===== config.mk =====
export PLATFORM = sky130hd
export DESIGN_NAME = mem_stage_ctrl_flat
export DESIGN_NICKNAME = d
export VERILOG_FILES = /design/src/rtl/mem_stage_ctrl_pkg.sv /design/src/rtl/mem_stage_ctrl_if.sv /design/src/rtl/mem_stage_ctrl_mem_wb_reg.sv /design/src/rtl/mem_stage_ctrl.sv /design/src/flat_wrapper.sv
export SDC_FILE = /design/constraint.sdc
export NUM_CORES = 1
export LEC_CHECK = 0
export CORE_AREA = 2 2 158 160
export CTS_CLUSTER_DIAMETER = 60
export CTS_CLUSTER_SIZE = 12
export DETAILED_ROUTE_END_ITERATION = 10
export DIE_AREA = 0 0 160 162
export MAX_ROUTING_LAYER = met4
export PLACE_DENSITY = 0.66
export SYNTH_ARGS = -nofsm -noshare
export SYNTH_HDL_FRONTEND = slang
export SYNTH_HIERARCHICAL = 1
export SYNTH_SLANG_ARGS = --single-unit
export TNS_END_PERCENT = 20

===== constraint.sdc =====
create_clock -name CLK -period 8.2 [get_ports CLK]
set_clock_uncertainty 0.1 [all_clocks]
set_input_delay 0.82 -clock CLK [delete_from_list [all_inputs] [get_ports CLK]]
set_output_delay 0.82 -clock CLK [all_outputs]
set_load 0.01 [all_outputs]

===== src/rtl/mem_stage_ctrl_pkg.sv =====
// mem_stage_ctrl_pkg: shared cpu types for the memory stage
package mem_stage_ctrl_pkg;
  typedef logic [31:0] word_t;
  typedef logic [4:0] regbits_t;
  typedef enum logic [1:0] {SEQ = 2'b00, BEQ = 2'b01, JMP = 2'b10, JR = 2'b11} pcsrc_t;
  typedef enum logic [1:0] {ALU = 2'b00, LOAD = 2'b01, NPC = 2'b10} wdatsel_t;
  typedef enum logic [0:0] {IDLE = 1'b0, WAIT = 1'b1} mem_state_t;
endpackage


===== src/rtl/mem_stage_ctrl_if.sv =====
// mem_stage_ctrl_if: data-memory request bus with hit handshake
//   dmemREN/dmemWEN/dmemaddr/dmemstore : request from the controller
//   dhit/dmemload                      : completion and load data from memory
interface mem_stage_ctrl_if #(parameter int WORD_W = 32);
  logic dmemREN;
  logic dmemWEN;
  logic [WORD_W-1:0] dmemaddr;
  logic [WORD_W-1:0] dmemstore;
  logic dhit;
  logic [WORD_W-1:0] dmemload;
  modport master (output dmemREN, dmemWEN, dmemaddr, dmemstore, input dhit, dmemload);
  modport slave (input dmemREN, dmemWEN, dmemaddr, dmemstore, output dhit, dmemload);
endinterface


===== src/rtl/mem_stage_ctrl_mem_wb_reg.sv =====
// mem_stage_ctrl_mem_wb_reg: MEM/WB pipeline register with enable and bubble insertion
//   en loads all fields; otherwise fields hold and regwr is cleared to a bubble
module mem_stage_ctrl_mem_wb_reg import mem_stage_ctrl_pkg::*; #(
  parameter int W = 32
) (
  input  logic clk,
  input  logic rst,
  input  logic en,
  input  logic regwr_in,
  input  regbits_t wsel_in,
  input  logic [W-1:0] wdat_in,
  output logic regwr,
  output regbits_t wsel,
  output logic [W-1:0] wdat
);
  always_ff @(posedge clk) begin
    if (rst) begin
      regwr <= 1'b0;
      wsel <= '0;
      wdat <= '0;
    end else if (en) begin
      regwr <= regwr_in;
      wsel <= wsel_in;
      wdat <= wdat_in;
    end else begin
      regwr <= 1'b0;
    end
  end
endmodule


===== src/rtl/mem_stage_ctrl.sv =====
// mem_stage_ctrl: MEM-stage controller - dmem handshake, stall, redirect, MEM/WB register
//   in : EX/MEM latch fields (*_MEM), dmem.dhit/dmemload
//   out: dmem request, mem_stall, redirect/redirect_addr, *_WB, mem_err, stall_cnt
module mem_stage_ctrl import mem_stage_ctrl_pkg::*; #(
  parameter int WORD_W = 32,
  parameter int TIMEOUT = 64,
  parameter int CNT_W = 32
) (
  input  logic CLK,
  input  logic RST,
  input  logic valid_MEM,
  input  logic RegWr_MEM,
  input  regbits_t Wsel_MEM,
  input  logic memtoReg_MEM,
  input  logic memWr_MEM,
  input  logic [1:0] WdatSel_MEM,
  input  logic [1:0] PC_Src_MEM,
  input  logic zero_MEM,
  input  logic [WORD_W-1:0] Output_Port_MEM,
  input  logic [WORD_W-1:0] store_MEM,
  input  logic [WORD_W-1:0] busA_MEM,
  input  logic [WORD_W-1:0] branch_addr_MEM,
  input  logic [WORD_W-1:0] jump_addr_MEM,
  input  logic [WORD_W-1:0] npc_MEM,
  mem_stage_ctrl_if.master dmem,
  output logic mem_stall,
  output logic redirect,
  output logic [WORD_W-1:0] redirect_addr,
  output logic RegWr_WB,
  output regbits_t Wsel_WB,
  output logic [WORD_W-1:0] wdat_WB,
  output logic mem_err,
  output logic [CNT_W-1:0] stall_cnt
);
  localparam logic [0:0] S_IDLE = IDLE;
  localparam logic [0:0] S_WAIT = WAIT;
  localparam int WC_W = $clog2(TIMEOUT + 1);
  logic [0:0] state;
  logic [WC_W-1:0] wait_cnt;
  logic cap_ren, cap_wen;
  logic [WORD_W-1:0] cap_addr, cap_store, wdat_next;
  logic memop, idle_req, in_wait, timeout, wait_req, complete;
  pcsrc_t pc_src;
  wdatsel_t wsel_src;
  // every combinational output is forced low while RST is held
  always_comb begin
    memop = valid_MEM & (memtoReg_MEM | memWr_MEM);
    idle_req = !RST & (state == S_IDLE) & memop;
    in_wait = !RST & (state == S_WAIT);
    // the TIMEOUT-th WAIT cycle without a hit abandons the request
    timeout = in_wait & !dmem.dhit & (wait_cnt == WC_W'(TIMEOUT - 1));
    wait_req = in_wait & !timeout;
    dmem.dmemREN = idle_req ? memtoReg_MEM : wait_req & cap_ren;
    dmem.dmemWEN = idle_req ? memWr_MEM & !memtoReg_MEM : wait_req & cap_wen;
    dmem.dmemaddr = idle_req ? Output_Port_MEM : wait_req ? cap_addr : '0;
    dmem.dmemstore = idle_req ? store_MEM : wait_req ? cap_store : '0;
    mem_stall = idle_req ? !dmem.dhit : wait_req & !dmem.dhit;
    complete = !RST & valid_MEM & !mem_stall;
    pc_src = pcsrc_t'(PC_Src_MEM);
    redirect = complete & ((pc_src == BEQ) ? zero_MEM : (pc_src != SEQ));
    redirect_addr = !redirect ? '0 : (pc_src == JR) ? busA_MEM :
                    (pc_src == JMP) ? jump_addr_MEM : branch_addr_MEM;
    wsel_src = wdatsel_t'(WdatSel_MEM);
    wdat_next = (wsel_src == LOAD) ? dmem.dmemload : (wsel_src == NPC) ? npc_MEM : Output_Port_MEM;
  end
  always_ff @(posedge CLK) begin
    if (RST) begin
      state <= S_IDLE;
      wait_cnt <= '0;
      cap_ren <= 1'b0;
      cap_wen <= 1'b0;
      cap_addr <= '0;
      cap_store <= '0;
      mem_err <= 1'b0;
      stall_cnt <= '0;
    end else begin
      stall_cnt <= stall_cnt + CNT_W'(mem_stall & ~&stall_cnt);
      if (timeout) mem_err <= 1'b1;
      if (state == S_IDLE) begin
        wait_cnt <= '0;
        if (memop && !dmem.dhit) begin
          state <= S_WAIT;
          cap_ren <= memtoReg_MEM;
          cap_wen <= memWr_MEM & !memtoReg_MEM;
          cap_addr <= Output_Port_MEM;
          cap_store <= store_MEM;
        end
      end else if (dmem.dhit || timeout) begin
        state <= S_IDLE;
      end else begin
        wait_cnt <= wait_cnt + 1'b1;
      end
    end
  end
  mem_stage_ctrl_mem_wb_reg #(.W(WORD_W)) u_mem_wb (
    .clk(CLK),
    .rst(RST),
    .en(complete),
    .regwr_in(RegWr_MEM & !timeout),
    .wsel_in(Wsel_MEM),
    .wdat_in(wdat_next),
    .regwr(RegWr_WB),
    .wsel(Wsel_WB),
    .wdat(wdat_WB)
  );
endmodule


===== src/flat_wrapper.sv =====
// flat-port wrapper written by rule: the top's interface ports become plain ports
module mem_stage_ctrl_flat import mem_stage_ctrl_pkg::*;
#(
  parameter int WORD_W = 32,
  parameter int TIMEOUT = 64,
  parameter int CNT_W = 32
)
  (CLK, RST, valid_MEM, RegWr_MEM, Wsel_MEM, memtoReg_MEM, memWr_MEM, WdatSel_MEM, PC_Src_MEM, zero_MEM, Output_Port_MEM, store_MEM, busA_MEM, branch_addr_MEM, jump_addr_MEM, npc_MEM, mem_stall, redirect, redirect_addr, RegWr_WB, Wsel_WB, wdat_WB, mem_err, stall_cnt, dmem_dmemREN, dmem_dmemWEN, dmem_dmemaddr, dmem_dmemstore, dmem_dhit, dmem_dmemload);
  mem_stage_ctrl_if #(.WORD_W(WORD_W)) dmem_i ();
  input  logic CLK;
  input  logic RST;
  input  logic valid_MEM;
  input  logic RegWr_MEM;
  input  regbits_t Wsel_MEM;
  input  logic memtoReg_MEM;
  input  logic memWr_MEM;
  input  logic [1:0] WdatSel_MEM;
  input  logic [1:0] PC_Src_MEM;
  input  logic zero_MEM;
  input  logic [WORD_W-1:0] Output_Port_MEM;
  input  logic [WORD_W-1:0] store_MEM;
  input  logic [WORD_W-1:0] busA_MEM;
  input  logic [WORD_W-1:0] branch_addr_MEM;
  input  logic [WORD_W-1:0] jump_addr_MEM;
  input  logic [WORD_W-1:0] npc_MEM;
  output logic mem_stall;
  output logic redirect;
  output logic [WORD_W-1:0] redirect_addr;
  output logic RegWr_WB;
  output regbits_t Wsel_WB;
  output logic [WORD_W-1:0] wdat_WB;
  output logic mem_err;
  output logic [CNT_W-1:0] stall_cnt;
  output wire logic [$bits(dmem_i.dmemREN)-1:0] dmem_dmemREN;
  output wire logic [$bits(dmem_i.dmemWEN)-1:0] dmem_dmemWEN;
  output wire logic [$bits(dmem_i.dmemaddr)-1:0] dmem_dmemaddr;
  output wire logic [$bits(dmem_i.dmemstore)-1:0] dmem_dmemstore;
  input wire logic [$bits(dmem_i.dhit)-1:0] dmem_dhit;
  input wire logic [$bits(dmem_i.dmemload)-1:0] dmem_dmemload;
  assign dmem_dmemREN = dmem_i.dmemREN;
  assign dmem_dmemWEN = dmem_i.dmemWEN;
  assign dmem_dmemaddr = dmem_i.dmemaddr;
  assign dmem_dmemstore = dmem_i.dmemstore;
  assign dmem_i.dhit = dmem_dhit;
  assign dmem_i.dmemload = dmem_dmemload;
  mem_stage_ctrl #(.WORD_W(WORD_W), .TIMEOUT(TIMEOUT), .CNT_W(CNT_W)) u_core (.CLK(CLK), .RST(RST), .valid_MEM(valid_MEM), .RegWr_MEM(RegWr_MEM), .Wsel_MEM(Wsel_MEM), .memtoReg_MEM(memtoReg_MEM), .memWr_MEM(memWr_MEM), .WdatSel_MEM(WdatSel_MEM), .PC_Src_MEM(PC_Src_MEM), .zero_MEM(zero_MEM), .Output_Port_MEM(Output_Port_MEM), .store_MEM(store_MEM), .busA_MEM(busA_MEM), .branch_addr_MEM(branch_addr_MEM), .jump_addr_MEM(jump_addr_MEM), .npc_MEM(npc_MEM), .dmem(dmem_i), .mem_stall(mem_stall), .redirect(redirect), .redirect_addr(redirect_addr), .RegWr_WB(RegWr_WB), .Wsel_WB(Wsel_WB), .wdat_WB(wdat_WB), .mem_err(mem_err), .stall_cnt(stall_cnt));
endmodule

Word-level counts from Yosys, hierarchy flattened. Cells that the tools add are included.

Flip-flop bits (word level): 145. Bits of input ports: 241. Output and inout port bits: 171. Logic and storage cells: 67.

Add/subtract/negate cells: 2. Equality and inequality tests: 6. Muxes and demuxes: 16. Bitwise gates (word level): 19. Reductions and logical operators: 13.

Operators with widths (number): $mux W32 (9); $add A32 B32 Y32 (1); $reduce_and A32 Y1 (1); $and A1 B1 Y1 (16); $add A7 B1 Y7 const B (1); $eq A7 B6 Y1 const B (1); $mux W1 (7); $eq A2 B2 Y1 const B (3); $logic_not A1 Y1 (6); $eq A2 B1 Y1 const B (2); $reduce_or A2 Y1 (2); $not A1 Y1 (2); $reduce_and A2 Y1 (1); $reduce_bool A2 Y1 (1); $logic_and A1 B1 Y1 (1); $logic_or A1 B1 Y1 (1); $or A1 B1 Y1 (1).

Logic depth before layout (Yosys ltp). Gate-level depths: netlist of the first run.

Depth in word-level cells: 12. Mapped depth: 13.

Modules after synthesis. The synthesis of the first run kept the hierarchy.

Modules (own cells, without submodules): mem_stage_ctrl (times used 1, cells an instance 826, area each 6113.4 um^2); mem_stage_ctrl_mem_wb_reg (times used 1, cells an instance 121, area each 1345.0 um^2).

Worst setup path after synthesis of the first run. OpenSTA, ideal clock, no wires.

Path type: input to register. From: input port dmem_dhit. To: register u_core.stall_cnt[28]. Arrival time: 3.417 ns. Required time: 8.029 ns. Setup slack: 4.612 ns. Cell stages on the path: 12. Buffers on the path: 2. Cell sequence: and3b_1 -> clkbuf_1 -> a31oi_1 -> o21ba_2 -> a21boi_0 -> ha_1 -> ha_1 -> nand3_1 -> or4_1 -> buf_2 -> or4_1 -> a21oi_1.

Cells in the longest elaborated chain, start to end: 9.

RTL lines: from (decl) (line flat_wrapper.sv:38) `input wire logic [$bits(dmem_i.dhit)-1:0] dmem_dhit;`; $logic_not A1 Y1 (*) (line mem_stage_ctrl.sv:51, mem_stage_ctrl.sv:57); $and A1 B1 Y1 (2 in series) (line mem_stage_ctrl.sv:51) `timeout = in_wait & !dmem.dhit & (wait_cnt == WC_W'(TIMEOUT - 1));`; $logic_not A1 Y1 (line mem_stage_ctrl.sv:52) `wait_req = in_wait & !timeout;`; $and A1 B1 Y1 (line mem_stage_ctrl.sv:52); $and A1 B1 Y1 (line mem_stage_ctrl.sv:57) `mem_stall = idle_req ? !dmem.dhit : wait_req & !dmem.dhit;`; $mux W1 (*) (line mem_stage_ctrl.sv:57); via mem_stall (line flat_wrapper.sv:26) `output logic mem_stall;`; $and A1 B1 Y1 (*) (line mem_stage_ctrl.sv:77) `stall_cnt <= stall_cnt + CNT_W'(mem_stall & ~&stall_cnt);`; $add A32 B32 Y32 (*) (line mem_stage_ctrl.sv:77); to (signal assigned) (line mem_stage_ctrl.sv:77); to (decl) (line mem_stage_ctrl.sv:33) `output logic [CNT_W-1:0] stall_cnt`.

The timed path passes the listed nets; every way through them passes the cells marked *. A chain may end at the register's enable or synchronous reset.

Worst setup path in the final report of the first run.
From: input port dmem_dhit. To: output port redirect_addr[25].

Cells in the longest elaborated chain, start to end: 11.

RTL lines: $logic_not A1 Y1 (*) (line mem_stage_ctrl.sv:51, mem_stage_ctrl.sv:57); $and A1 B1 Y1 (2 in series) (line mem_stage_ctrl.sv:51); $logic_not A1 Y1 (line mem_stage_ctrl.sv:52); $and A1 B1 Y1 (line mem_stage_ctrl.sv:52); $and A1 B1 Y1 (line mem_stage_ctrl.sv:57); $mux W1 (*) (line mem_stage_ctrl.sv:57); $logic_not A1 Y1 (*) (line mem_stage_ctrl.sv:58) `complete = !RST & valid_MEM & !mem_stall;`; $and A1 B1 Y1 (*) (line mem_stage_ctrl.sv:58); $and A1 B1 Y1 (*) (line mem_stage_ctrl.sv:60) `redirect = complete & ((pc_src == BEQ) ? zero_MEM : (pc_src != SEQ));`; $mux W32 (*) (line mem_stage_ctrl.sv:61) `redirect_addr = !redirect ? '0 : (pc_src == JR) ? busA_MEM :`; to (decl) (line flat_wrapper.sv:28) `output logic [WORD_W-1:0] redirect_addr;`.

Every way passes the cells marked *; elsewhere a longest branch is shown, timed or not.

==> out/metrics.yaml, run 1 <==
ys_seq_area_frac: 0.3892
clock_power_share: 0.409
syn_to_final_growth_pct: 65.16
clk_latency_ns: 0.41
first_pass_iters: 5
setup_viol: 0
avgSynthCellArea_sq_um: 7.876
grt-ovfl-total: 0
maxCapViolCount: 0
ys_warn_count: 6
final_util: 0.5110
synth_flop_cell: "dfxtp_1"
cts_tree: "built"
final_antenna_net_count: 0
power.leakage_nw: 4.382
clk_path_buf_depth: 2
clkSlewWorstSetupHoldPaths_ns: 0.06
power_density_nw_per_um2: 158.5
rows: 57
worstPathRequired_ns: 7.28
mappedNetlistArea_sq_um: 7458
start_util: 0.3094
antenna_found_initial: 0
nets: 1547
timing.hold.ws_ns: 0.3536
slew_headroom: 0.1849
synthCells: 947
cp-end-kind: "output port"
cts_buffers: 17
grt.total_usage: 0.2327
post_cts_buffers: 0
grt_pass1_wl_mm: 46.22
htree_levels: 4
root_buffer: "clkbuf_16"
synth_edf_count: 0
ys_types: 46
cts.sinks: 145
drc: 0
fmax_mhz: 208.4
die_w_um: 160
die_y_um: 162
path_max_fanout: 69
grt_max_degree: 87
async_flop_share: 0
wirelength_mm: 30.59
routedWlPerCell_um: 18.65
grt_pass1_vias: 8143
io_buffers: 411
dieArea_sq_um: 25920
ios: 412
p_int_mw: 1.420
drive_above_1_share: 0.04407
crit_chain: "clkdlybuf4s50_1, and3b_1, a31oi_4, buf_4, o41a_1, buf_4, nor2_1, clkdlybuf4s50_1"
cts-hold-fix-buffers: 0
antennaDiodeCount: 0
slowest_stage: "clkdlybuf4s50_1"
cp.arrival_ns: 3.88
critPathKind: "input port to output port"
ctsResizeCount: 0
pre_cts_ws_ns: 3.133
slowest_delay_ns: 0.72
synthesis.nets: 1191
start_kind: "input port"
dp_hpwl_mm: 22.16
p_switching_mw: 0.5323
rsz0062_at_grt: "no"
hold_viol_final: 0
period_share: 0.5853
core_area_sq_um: 24110
setup_ws_ns: 3.401
holdCritPathClass: "flip-flop to flip-flop"
path_delay_family: "buffers and inverters"
vias: 8475
fin_crit_ns: 4.799
power.total_mw: 1.952
drt-initial-drc-count: 654
power_frac_comb: 0.208
drv_slew: 0
synth-seq-cells: 145
seq_power_share: 0.383
tns_ns: 0
outcome: "finished, final reports clean"
sw_frac_of_total: 0.2726
fillCellCount: 2307
peakVddDrop_v: 0.0001199
worstMarginPinSlew_ns: 1.213
gp_congestion: 0.9277
drt-vias-per-instance: 5.168
crit_buf_inv: 4
-- stage by stage --
step	instances	area (sq um)
floorplan	947	7458
global placement	1608	11720
detailed placement	1608	11720
CTS	1640	12320
global route	1640	12320
finish	1640	12320
-- synthesized netlist by cell type, drive strengths merged, types with 4 or more instances --
cell	instances	area, sq um
nor2b	6	37.54
mux2i	38	380.4
nand2b	4	25.02
or4	12	90.09
nor4	5	31.28
o31ai	9	67.56
buf	25	148.9
or3	5	31.28
nand3	18	90.09
a22oi	32	240.2
xnor2	8	70.07
a22o	97	849.6
nor2	156	585.6
nand2	141	529.3
and4	7	62.56
nand4	11	90.08
xor2	9	78.83
a21oi	84	420.4
dfxtp	145	2903
clkbuf	62	232.7
o22ai	32	200.2
o21ai	8	40.04
inv	5	18.77
-- cells in the final DEF (no fill, tap or decap), types with 9 or more instances in the layout --
cell | netlist | routed
nor2_1 | 156 | 156
a22o_1 | 97 | 97
a21oi_1 | 84 | 84
dfxtp_1 | 145 | 145
xor2_1 | 9 | 9
nand2_1 | 141 | 141
o22ai_1 | 32 | 32
clkdlybuf4s50_1 | 0 | 410
mux2i_1 | 38 | 38
buf_4 | 3 | 15
clkbuf_16 | 0 | 17
o31ai_1 | 9 | 9
nand3_1 | 18 | 18
nand4_1 | 9 | 9
a22oi_1 | 32 | 32
or4_1 | 12 | 11
-- power by group through the flow --
stage | logic (mW) | registers (mW) | clock network [mW]
finish | 0.406 | 0.748 | 0.798
global route | 0.435 | 0.752 | 0.852
CTS | 0.409 | 0.748 | 0.822
detailed placement | 0.407 | 0.764 | 0
global placement | 0.406 | 0.762 | 0
floorplan | 0.164 | 0.769 | 0
-- cell type report --
| class | instances | area, sq um | share of cell area |
|---|---|---|---|
| clock inverters | 14 | 166.4 | 0.01351 |
| well taps | 324 | 405.4 | 0.03291 |
| repair buffers | 425 | 4217 | 0.3423 |
| flip-flops and latches | 145 | 2903 | 0.2357 |
| inverters | 5 | 18.77 | 0.001524 |
| multi-input cells | 709 | 4179 | 0.3393 |
| clock buffers | 18 | 429.2 | 0.03484 |
-- registers in the layout, indices dropped and copies added, names as in the netlist --
register               count
u_core/cap_store          32
u_core/cap_wen             1
u_core/u_mem_wb/wdat      32
u_core/u_mem_wb/wsel       5
u_core/state               1
u_core/stall_cnt          32
u_core/cap_ren             1
u_core/u_mem_wb/regwr      1
u_core/cap_addr           32
u_core/wait_cnt            7
u_core/mem_err             1
-- cell families after synthesis --
kind of cell,share of synthesized area
AOI/OAI and AO/OA,0.2582
xor gates and xnor gates,0.01996
adders and majority gates,0.005033
buffers and inverters,0.05502
DFF,0.3892
muxes,0.05100
and+or+nand+nor,0.2216
-- layer usage --
| metal | up-vias | part of all wire | track usage |
|---|---|---|---|
| met1 | 3984 | 0.41 | 0.2753 |
| met4 | 0 | 0.019 | 0.06265 |
| met3 | 36 | 0.085 | 0.07278 |
| met5 | - | 0 | - |
| met2 | 347 | 0.48 | 0.3845 |
| li1 | 4108 | - | - |
-- worst register-to-register path, delay by kind of cell, from the launching register on --
family,cells,cell delay [ns]
and+or+nand+nor,4,1.40
AOI/OAI and AO/OA,4,0.78
adders and majority gates,3,0.71
buffers and inverters,1,0.64
DFF,1,0.35
-- final timing paths --
kind	from	end	cells past startpoint	slack, ns
min	u_core/cap_addr[1]	u_core/cap_addr[1]	2	0.35
min reg2reg	u_core/cap_addr[1]	u_core/cap_addr[1]	2	0.35
max reg2reg	u_core/wait_cnt[0]	u_core/stall_cnt[26]	12	4.15
max	dmem_dhit	redirect_addr[25]	8	3.40
Note: power is estimated with default switching activity, not from simulation.
==> run 2: changes to the inputs <==
Settings changed: CORE_AREA 2 2 158 160 to 2 2 161 163, DIE_AREA 0 0 160 162 to 0 0 163 165, PLACE_DENSITY 0.66 to 0.67.
Clock period 8.2 ns to 4.3 ns, I/O delays scaled along.
==> out/metrics.yaml, run 2 (synthesis gave the netlist of run 1 again) <==
final_antenna_net_count: 0
timing.hold.ws_ns: 0.2870
stdcell_count: 1651
start_util: 0.2979
critPathKind: "flip-flop to output port"
fin_area_sq_um: 12380
htree_levels: 4
dp_hpwl_mm: 22.48
clk_latency_ns: 0.42
post_dp_cell_area_sq_um: 11790
period_share: 0.8257
crit_chain: "ha_1, and3b_1, a31oi_4, buf_4, a22o_1, clkdlybuf4s50_1"
cts_buffers: 17
setup_viol: 0
layout_commonest_cell: "clkdlybuf4s50_1"
first_pass_iters: 6
power.leakage_nw: 4.414
rows: 58
cp-end-kind: "output port"
grt.total_usage: 0.2258
grt_pass1_vias: 8087
fin_crit_ns: 3.551
slowest_stage: "buf_4"
tns_ns: 0
fmax_mhz: 281.6
maxCapViolCount: 0
cts.sinks: 145
drc: 0
grt-ovfl-total: 0
layout_common_cells: "410 x clkdlybuf4s50_1, 156 x nor2_1, 145 x dfxtp_1"
cp.arrival_ns: 3.02
vias: 8407
reg2reg_depth: 10
power.total_mw: 3.698
cts-hold-fix-buffers: 0
rsz0062_at_grt: "no"
hold_path_depth: 2
nets: 1551
path_max_fanout: 67
syn_to_final_growth_pct: 65.96
drt-vias-per-instance: 5.092
start_kind: "flip-flop"
io_buffers: 411
holdCritPathClass: "input port to flip-flop"
die_y_um: 165
drt-initial-drc-count: 573
antenna_found_initial: 1
ctsResizeCount: 0
final_util: 0.4944
dieArea_sq_um: 26900
grt_pass1_wl_mm: 45.53
crit_buf_inv: 2
outcome: "finished, final reports clean"
die_w_um: 163
path_delay_family: "buffers and inverters"
core_area_sq_um: 25040
pre_cts_ws_ns: 0.5991
place_inst: 1618
post_cts_buffers: 0
slew_headroom: 0.2217
routedWlPerCell_um: 18.65
cts_tree: "built"
worst-path-stages: 6
worstPathRequired_ns: 3.77
slowest_delay_ns: 0.64
grt_max_degree: 75
drive_above_1_share: 0.04773
clkSlewWorstSetupHoldPaths_ns: 0.07
wirelength_mm: 30.80
ios: 412
setup_ws_ns: 0.7494
worstMarginPinSlew_ns: 1.167
gp_congestion: 0.8935
power_density_nw_per_um2: 298.7
hold_viol_final: 0
root_buffer: "clkbuf_16"
clk_path_buf_depth: 2
peakVddDrop_v: 0.0001926
drv_slew: 0
-- run 2: path summary, 6_finish.rpt --
path	start	end	slack, ns
min reg2reg	u_core/cap_store[31]	u_core/cap_store[31]	0.35
max	u_core/wait_cnt[0]	dmem_dmemaddr[21]	0.75
max reg2reg	u_core/wait_cnt[0]	u_core/stall_cnt[27]	0.88
min	RST	u_core/stall_cnt[12]	0.29
-- run 2: layout make-up --
type / count / area [sq um]
clock buffers: 18 / 439.2
clock inverters: 14 / 151.4
fillers: 2427 / 12660
inverters: 5 / 18.77
diodes: 1 / 2.502
flip-flops and latches: 145 / 2903
well taps: 330 / 412.9
multi-input cells: 709 / 4179
repair buffers: 429 / 4272
-- run 2: metal layers --
metal	GRT usage	routed length, um
met5	-	0
met4	0.07080	656
met3	0.05876	2357
met2	0.3769	14670
met1	0.2668	13110
-- run 2: power by group --
part | total [mW] | internal, mW | switching (mW) | leakage, nW
sequential | 1.43 | 1.40 | 0.0293 | 1.18
clock | 1.49 | 0.836 | 0.649 | 0.287
combinational | 0.785 | 0.441 | 0.344 | 2.95
total | 3.70 | 2.68 | 1.02 | 4.41
==> run 3: changes to the inputs <==
Settings changed: CORE_AREA 2 2 161 163 to 2 2 159 161, DIE_AREA 0 0 163 165 to 0 0 161 163, PLACE_DENSITY 0.67 to 0.66.
Clock period 4.3 ns to 3.6 ns, I/O delays scaled along.
==> out/metrics.yaml, run 3 (synthesis gave the netlist of run 1 again) <==
rows: 58
hold_viol_final: 0
critPathKind: "flip-flop to output port"
layout_common_cells: "410 x clkdlybuf4s50_1, 156 x nor2_1, 145 x dfxtp_1"
cts_buffers: 17
layout_commonest_cell: "clkdlybuf4s50_1"
outcome: "finished, final reports clean"
fmax_mhz: 290.2
cp.arrival_ns: 2.99
drt-initial-drc-count: 491
clk_path_buf_depth: 2
power.total_mw: 4.523
power_density_nw_per_um2: 362.0
grt_max_degree: 78
first_pass_iters: 5
peakVddDrop_v: 0.0002255
cts.sinks: 145
maxCapViolCount: 0
ios: 412
fin_crit_ns: 3.446
vias: 8415
period_share: 0.9572
cp-end-kind: "output port"
holdCritPathClass: "flip-flop to flip-flop"
gp_congestion: 0.8809
stdcell_count: 1660
dieArea_sq_um: 26240
die_y_um: 163
clkSlewWorstSetupHoldPaths_ns: 0.06
path_max_fanout: 34
wirelength_mm: 30.50
setup_viol: 0
grt_pass1_wl_mm: 45.60
power.leakage_nw: 4.484
post_cts_buffers: 0
drv_slew: 0
drc: 0
dp_hpwl_mm: 22.49
nets: 1560
setup_ws_ns: 0.1541
ctsResizeCount: 0
io_buffers: 411
start_util: 0.3023
core_area_sq_um: 24670
clk_latency_ns: 0.42
grt.total_usage: 0.2284
cts_tree: "built"
cp-startpoint: "u_core/wait_cnt[0]"
hold_start: "u_core/cap_store[1]"
grt_pass1_vias: 7991
htree_levels: 4
rsz0062_at_grt: "no"
r2r-start: "u_core/wait_cnt[0]"
slew_headroom: 0.4493
drt-vias-per-instance: 5.069
antenna_found_initial: 1
place_inst: 1627
final_util: 0.5065
final_antenna_net_count: 0
grt-ovfl-total: 0
root_buffer: "clkbuf_16"
start_kind: "flip-flop"
syn_to_final_growth_pct: 67.56
die_w_um: 161
worstPathRequired_ns: 3.14
drive_above_1_share: 0.05418
routedWlPerCell_um: 18.38
tns_ns: 0
cts-hold-fix-buffers: 0
pre_cts_ws_ns: 0.09618
worstMarginPinSlew_ns: 0.8261
## run 3: cell types whose count changed in the layout (fill, tap and decap cells not counted)
cell,delta
buf_12,+1
buf_4,+6
buf_6,+2
bufinv_16,+1
clkinv_2,-2
clkinvlp_4,-2
inv_6,+3
## run 3: through the flow
stage | cell area, sq um | hold slack, ns
floorplan | 7458 | 0.3360
finish | 12500 | 0.3548
CTS | 12490 | 0.3458
detailed placement | 11870 | 0.3462
global route | 12500 | 0.3727
global placement | 11870 | 0.3408
## run 3: worst paths after layout
| path | end | slack [ns] | cells past startpoint |
|---|---|---|---|
| setup / recovery | redirect_addr[28] | 0.15 | 8 |
| hold / removal | u_core/cap_store[1] | 0.35 | 2 |
| setup reg to reg | u_core/stall_cnt[26] | 0.38 | 11 |
| hold reg to reg | u_core/cap_store[1] | 0.35 | 2 |
## run 3: report_power, final
part           leakage (nW)  switching, mW  internal, mW
combinational          3.00          0.408         0.533
clock                 0.307          0.798          1.08
sequential             1.18         0.0357          1.67
total                  4.48           1.24          3.28
## run 3: critical path, stage by stage (launching register included)
cell and delay [ns]:
dfxtp_1 0.38, ha_1 0.22, and3b_1 0.24, a31oi_4 0.10
buf_4 0.22, o41a_1 0.39, buf_6 0.22, nor2_1 0.20
clkdlybuf4s50_1 0.57
## run 3: cell type report
class | count | area [sq um]
fillers | 2377 | 12180
repair buffers | 438 | 4359
multi-input cells | 709 | 4179
flip-flops and latches | 145 | 2903
clock buffers | 18 | 439.2
well taps | 330 | 412.9
clock inverters | 14 | 182.7
inverters | 5 | 18.77
diodes | 1 | 2.502
## run 3: per-layer routing
metal,share of wire,wire [um],global-route usage,vias up
met3,0.069,2111,0.05628,26
li1,-,-,-,4131
met2,0.48,14760,0.3744,343
met1,0.43,13170,0.2846,3915
met5,0,0,-,-
met4,0.015,458,0.05357,0
